--- src/rtl/alu_pkg.sv ---
// Shared types for the ALU command path: opcodes, flag bundle and the
// queued command record.
package alu_pkg;

    typedef enum logic [2:0] {
        OP_ADD = 3'b000,
        OP_SUB = 3'b001,
        OP_AND = 3'b010,
        OP_OR  = 3'b011,
        OP_XOR = 3'b100,
        OP_NOT = 3'b101,
        OP_SHL = 3'b110,
        OP_SHR = 3'b111
    } alu_op_e;

    typedef struct packed {
        logic overflow;
        logic carry;
        logic zero;
    } alu_flags_t;

    typedef struct packed {
        alu_op_e    op;
        logic [7:0] a;
        logic [7:0] b;
        logic       use_acc;
    } alu_cmd_t;

endpackage

--- src/rtl/cmd_fifo.sv ---
// Registered command FIFO feeding the issue stage.
// Push is ignored when full and pop is ignored when empty.
module cmd_fifo
    import alu_pkg::*;
#(
    parameter int unsigned DEPTH = 4
) (
    input  logic     clk,
    input  logic     rst_n,
    input  logic     push,
    input  alu_cmd_t wdata,
    input  logic     pop,
    output alu_cmd_t rdata,
    output logic     full,
    output logic     empty
);

    localparam int unsigned AW = (DEPTH > 1) ? $clog2(DEPTH) : 1;
    localparam int unsigned CW = AW + 1;

    alu_cmd_t      mem [DEPTH];
    logic [AW-1:0] wptr;
    logic [AW-1:0] rptr;
    logic [CW-1:0] count;
    logic          do_push;
    logic          do_pop;

    assign full    = (count == CW'(DEPTH));
    assign empty   = (count == '0);
    assign do_push = push && !full;
    assign do_pop  = pop && !empty;
    assign rdata   = mem[rptr];

    // Storage needs no reset: contents are only read while count is nonzero.
    always_ff @(posedge clk) begin
        if (do_push) begin
            mem[wptr] <= wdata;
        end
    end

    always_ff @(posedge clk or negedge rst_n) begin
        if (!rst_n) begin
            wptr  <= '0;
            rptr  <= '0;
            count <= '0;
        end else begin
            if (do_push) begin
                wptr <= wptr + 1'b1;
            end
            if (do_pop) begin
                rptr <= rptr + 1'b1;
            end
            unique case ({do_push, do_pop})
                2'b10:   count <= count + 1'b1;
                2'b01:   count <= count - 1'b1;
                default: count <= count;
            endcase
        end
    end

endmodule

--- src/rtl/alu_issue_unit.sv ---
// Buffers ALU commands, issues one per cycle to the combinational ALU and
// captures result/flags into a handshaked response slot with accumulator.
module alu_issue_unit
    import alu_pkg::*;
#(
    parameter int unsigned DEPTH = 4,
    parameter int unsigned CNT_W = 16
) (
    input  logic             clk,
    input  logic             rst_n,
    input  logic             cmd_valid,
    output logic             cmd_ready,
    input  logic [2:0]       cmd_op,
    input  logic [7:0]       cmd_a,
    input  logic [7:0]       cmd_b,
    input  logic             cmd_use_acc,
    output logic [2:0]       alu_op,
    output logic [7:0]       alu_a,
    output logic [7:0]       alu_b,
    input  logic [7:0]       alu_result,
    input  logic             alu_zero,
    input  logic             alu_carry,
    input  logic             alu_overflow,
    output logic             rsp_valid,
    input  logic             rsp_ready,
    output logic [7:0]       rsp_result,
    output logic [2:0]       rsp_flags,
    output logic [7:0]       acc,
    output logic             ovf_sticky,
    input  logic             clr_sticky,
    output logic [CNT_W-1:0] op_count
);

    alu_cmd_t   wcmd;
    alu_cmd_t   head;
    alu_flags_t flags_q;
    logic       full;
    logic       empty;
    logic       push;
    logic       cap;

    assign wcmd = '{op:      alu_op_e'(cmd_op),
                    a:       cmd_a,
                    b:       cmd_b,
                    use_acc: cmd_use_acc};

    // Ready depends only on registered occupancy, never on cmd_valid.
    assign cmd_ready = rst_n && !full;
    assign push      = cmd_valid && cmd_ready;
    assign cap       = !empty && (!rsp_valid || rsp_ready);

    cmd_fifo #(
        .DEPTH (DEPTH)
    ) u_fifo (
        .clk   (clk),
        .rst_n (rst_n),
        .push  (push),
        .wdata (wcmd),
        .pop   (cap),
        .rdata (head),
        .full  (full),
        .empty (empty)
    );

    always_comb begin
        alu_op = '0;
        alu_a  = '0;
        alu_b  = '0;
        if (!empty) begin
            alu_op = head.op;
            alu_a  = head.use_acc ? acc : head.a;
            alu_b  = head.b;
        end
    end

    assign rsp_flags = flags_q;

    always_ff @(posedge clk or negedge rst_n) begin
        if (!rst_n) begin
            rsp_valid  <= 1'b0;
            rsp_result <= '0;
            flags_q    <= '0;
            acc        <= '0;
            op_count   <= '0;
        end else if (cap) begin
            rsp_valid  <= 1'b1;
            rsp_result <= alu_result;
            flags_q    <= '{overflow: alu_overflow,
                            carry:    alu_carry,
                            zero:     alu_zero};
            acc        <= alu_result;
            if (op_count != '1) begin
                op_count <= op_count + 1'b1;
            end
        end else if (rsp_valid && rsp_ready) begin
            rsp_valid <= 1'b0;
        end
    end

    // A same-cycle clear wins over a new overflow.
    always_ff @(posedge clk or negedge rst_n) begin
        if (!rst_n) begin
            ovf_sticky <= 1'b0;
        end else if (clr_sticky) begin
            ovf_sticky <= 1'b0;
        end else if (cap && alu_overflow) begin
            ovf_sticky <= 1'b1;
        end
    end

endmodule

--- config.mk ---
export PLATFORM = sky130hd
export DESIGN_NAME = alu_issue_unit
export DESIGN_NICKNAME = d
export VERILOG_FILES = /design/src/rtl/alu_pkg.sv /design/src/rtl/cmd_fifo.sv /design/src/rtl/alu_issue_unit.sv
export SDC_FILE = /design/constraint.sdc
export NUM_CORES = 1
export LEC_CHECK = 0
export BUFFER_PORTS_ARGS = -buffer_cell sky130_fd_sc_hd__buf_2
export CORE_ASPECT_RATIO = 0.5
export CORE_MARGIN = 5
export CORE_UTILIZATION = 55
export DETAILED_ROUTE_END_ITERATION = 10
export PLACE_DENSITY = 0.76
export REMOVE_ABC_BUFFERS = 1
export SKIP_CTS_REPAIR_TIMING = 1
export SLEW_MARGIN = 10
export SYNTH_ARGS = -nofsm -noshare
export SYNTH_HDL_FRONTEND = slang
export SYNTH_SLANG_ARGS = --single-unit
export TNS_END_PERCENT = 5
--- constraint.sdc ---
create_clock -name clk -period 2.5 [get_ports clk]
set_input_delay 0.5 -clock clk [delete_from_list [all_inputs] [get_ports clk]]
set_output_delay 0.5 -clock clk [all_outputs]
set_load 0.02 [all_outputs]
==> key figures <==
Clocking
  – Root buffer cell: clkbuf_16
  – CTS Buf Count: 17
  – CTS H-Tree Depth: 4
  – Longest Clk Path Bufs: 2
  – Clock net sink count: approximately 120
  – Reg clk slew, reported paths: around 60 ps
  – CTS tree: yes
  – Clock Latency Late Sink: roughly 410 ps

Floorplanning
  – # IOs: 93
  – Die Wd: 143 um
  – Total Die Area: around 0.011 sq mm
  – Die Ht: roughly 77 um
  – Floorplan core area: 0.00868 sq mm
  – Rows: 24
  – Initial Utilization: 0.562

STA
  – Final-report max-slew violation count: 0
  – Hold Vio Cnt, Final: 0
  – Worst slew pin tran: about 550 ps
  – Peak Freq: roughly 400 MHz
  – Final period util: 0.997
  – Final-report setup violation count: 0
  – Fin crit period: roughly 2500 ps
  – RSZ-0062 raised after global routing: yes
  – Setup Skew: 14.0 ps
  – Slew Limit Headroom: 0.634
  – Hold WS: roughly 170 ps

Critical path
  – Critical path fanouts, max: 8
  – Worst Setup Start Kind: flop
  – CP required: approximately 2000 ps
  – RR Startpoint: u_fifo.count[1]$_DFFE_PN0P_
  – Endpoint type of the worst setup path: output port
  – CP peak stage delay: roughly 700 ps
  – Critical path class: flop to output port
  – Worst path slowest cell: mux4_2
  – Critical Path AT: 1990 ps
  – Critical-path cell list: mux4_2 -> mux2i_1 -> nor2_1 -> buf_4
  – CP Launch Point: u_fifo.rptr[0]$_DFFE_PN0P_

Yosys
  – Post-synth cell types: 38
  – Synthesized cell area: just under 0.005 sq mm
  – Post-synth top area cell: edfxtp_1
  – Syn Inst Count: between 200 and 300
  – Area contributors post-synth: edfxtp_1, dfrtp_1, mux4_2, mux2_2, mux2i_1
  – Synth top area share: 0.493
  – Mean Syn Cell Area: 16.9 sq um
  – Syn. warnings: 0
  – FFs w/ async S/R, synth: 0.310
  – Post-synth EDFFs: 80
  – Post-synth top flop: edfxtp_1
  – Number of synthesized register bits: about 120
  – Sequential fraction of the synthesis area: 0.678

Global route
  – Largest net degree at the start of global routing: 37
  – Gr usage total: 0.199
  – Vias in the first global route: about 3,200
  – Initial antenna violation count: 0
  – First-pass GRT wire length: roughly 17,000 um
  – GRT Residual Overflow: 0

Final layout
  – Final net count: between 400 and 500
  – Finished Layout Cells: about 530
  – Most common cell after layout, fill and taps aside: buf_2
  – Register Area: 0.00330 sq mm
  – Layout cell share with drive strength beyond 1: 0.443
  – Post-layout util: 0.708
  – Synthesis-to-finish area growth: 26.0%
  – Area of the multi-input gates: ~0.0014 sq mm
  – Most frequent cells in the layout: buf_2, edfxtp_1, dfrtp_1, buf_4, mux4_2
  – Filler instances: about 560
  – Fin area: roughly 0.006 sq mm
  – N_diodes: 0

Detailed routing
  – Via density: around 5.5
  – Via Count: 2,921
  – # DRC: 0
  – TritonRoute pass-1 iters: 7
  – Total Wirelength: 10,200 um
  – DRT antenna net count: 0
  – Detailed Route Iter0 Violations: 250
  – Wire per inst: roughly 19 um

Power
  – Static leakage: roughly 2.5 nW
  – Pwr Density: about 1300 mW/mm^2
  – VDD IR max: slightly above 700 uV
  – Power, Total: a little under 8 mW

Place
  – Post-DP Area: between 0.005 and 0.006 sq mm
  – Placer Congestion: around 0.84
  – Port buffer count: 92
  – HPWL after DPL: 6540 um
  – DP Cell Count: between 400 and 500

Status
  – Status: complete, no violations

Flow run
  – Max-capacitance violation count: 0

Hold path
  – Hold Path Class: primary input to asynchronous set/reset pin
-- kinds of logic after synthesis --
family / after synthesis / share of synthesized area
compound gates: 10 / 0.0123
xor+xnor: 14 / 0.0252
fa+ha+maj: 7 / 0.0195
buf+inv: 27 / 0.0280
flops: 116 / 0.678
mux: 44 / 0.146
simple gates: 71 / 0.0917
-- routing by layer --
metal  up-vias  GRT usage  part of all wire
met3         9     0.0652             0.075
met2       110      0.347              0.53
met4         0     0.0617            0.0078
li1       1319          -                 -
met5         -          0                 0
met1      1483      0.235              0.39
-- flip-flops by register name (all words and copies together), names as in the netlist --
signal / cells
acc: 8
op_count: 16
ovf_sticky: 1
rsp_flags: 3
rsp_valid: 1
u_fifo.count: 3
u_fifo.mem: 80
u_fifo.rptr: 2
u_fifo.wptr: 2
-- area by class of cell --
class,instances,share of cell area
repair buffers,107,0.0992
clock buffers,17,0.0693
inverters,10,0.00611
clock inverters,15,0.0293
multi-input cells,146,0.234
well taps,117,0.0238
flip-flops and latches,116,0.538
-- where the power goes --
group | internal (mW) | switching (mW) | total [mW] | leakage (nW)
combinational | 1.23 | 1.57 | 2.80 | 1.02
clock | 1.57 | 0.870 | 2.44 | 0.292
sequential | 2.42 | 0.281 | 2.70 | 1.15
-- worst paths after layout --
| path | end | slack (ps) | cells past startpoint |
|---|---|---|---|
| min in group clk | ovf_sticky$_DFFE_PN0P_ | 250 | 2 |
| max in group asynchronous | u_fifo.rptr[0]$_DFFE_PN0P_ | 1970 | 2 |
| setup / recovery | alu_a[5] | 7 | 4 |
| hold reg to reg | rsp_flags[2]$_DFFE_PN0P_ | 510 | 1 |
| setup reg to reg | u_fifo.count[2]$_DFFE_PN0P_ | 430 | 10 |
| hold / removal | acc[0]$_DFFE_PN0P_ | 170 | 2 |
-- per-stage QoR --
stage          setup slack, ps  setup TNS (ps)
4_1_cts                   -196           -2250
3_5_place_dp               275               0
2_1_floorplan             -222           -1770
5_1_grt                  -94.2            -375
3_3_place_gp               337               0
6_report                  7.09               0
-- critical path, delay by kind of cell, from the launching register on --
kind / cells / cell delay, ps
muxes: 2 / 870
DFF: 1 / 440
and+or+nand+nor: 1 / 130
buffers and inverters: 1 / 160
-- synthesized netlist by cell type (3+ instances only) --
master and instances:
a21oi_1 4, and2_1 13, and3_1 4, buf_2 4, buf_4 8, clkbuf_1 5, dfrtp_1 36, edfxtp_1 80
ha_1 6, inv_1 10, mux2_1 5, mux2_2 10, mux2i_1 9, mux4_2 20, nand2_1 5, nand3_1 5
nand4_1 3, nor2_1 16, nor3_1 7, xnor2_1 4, xor2_1 10
(Power assumes the default switching activity.)
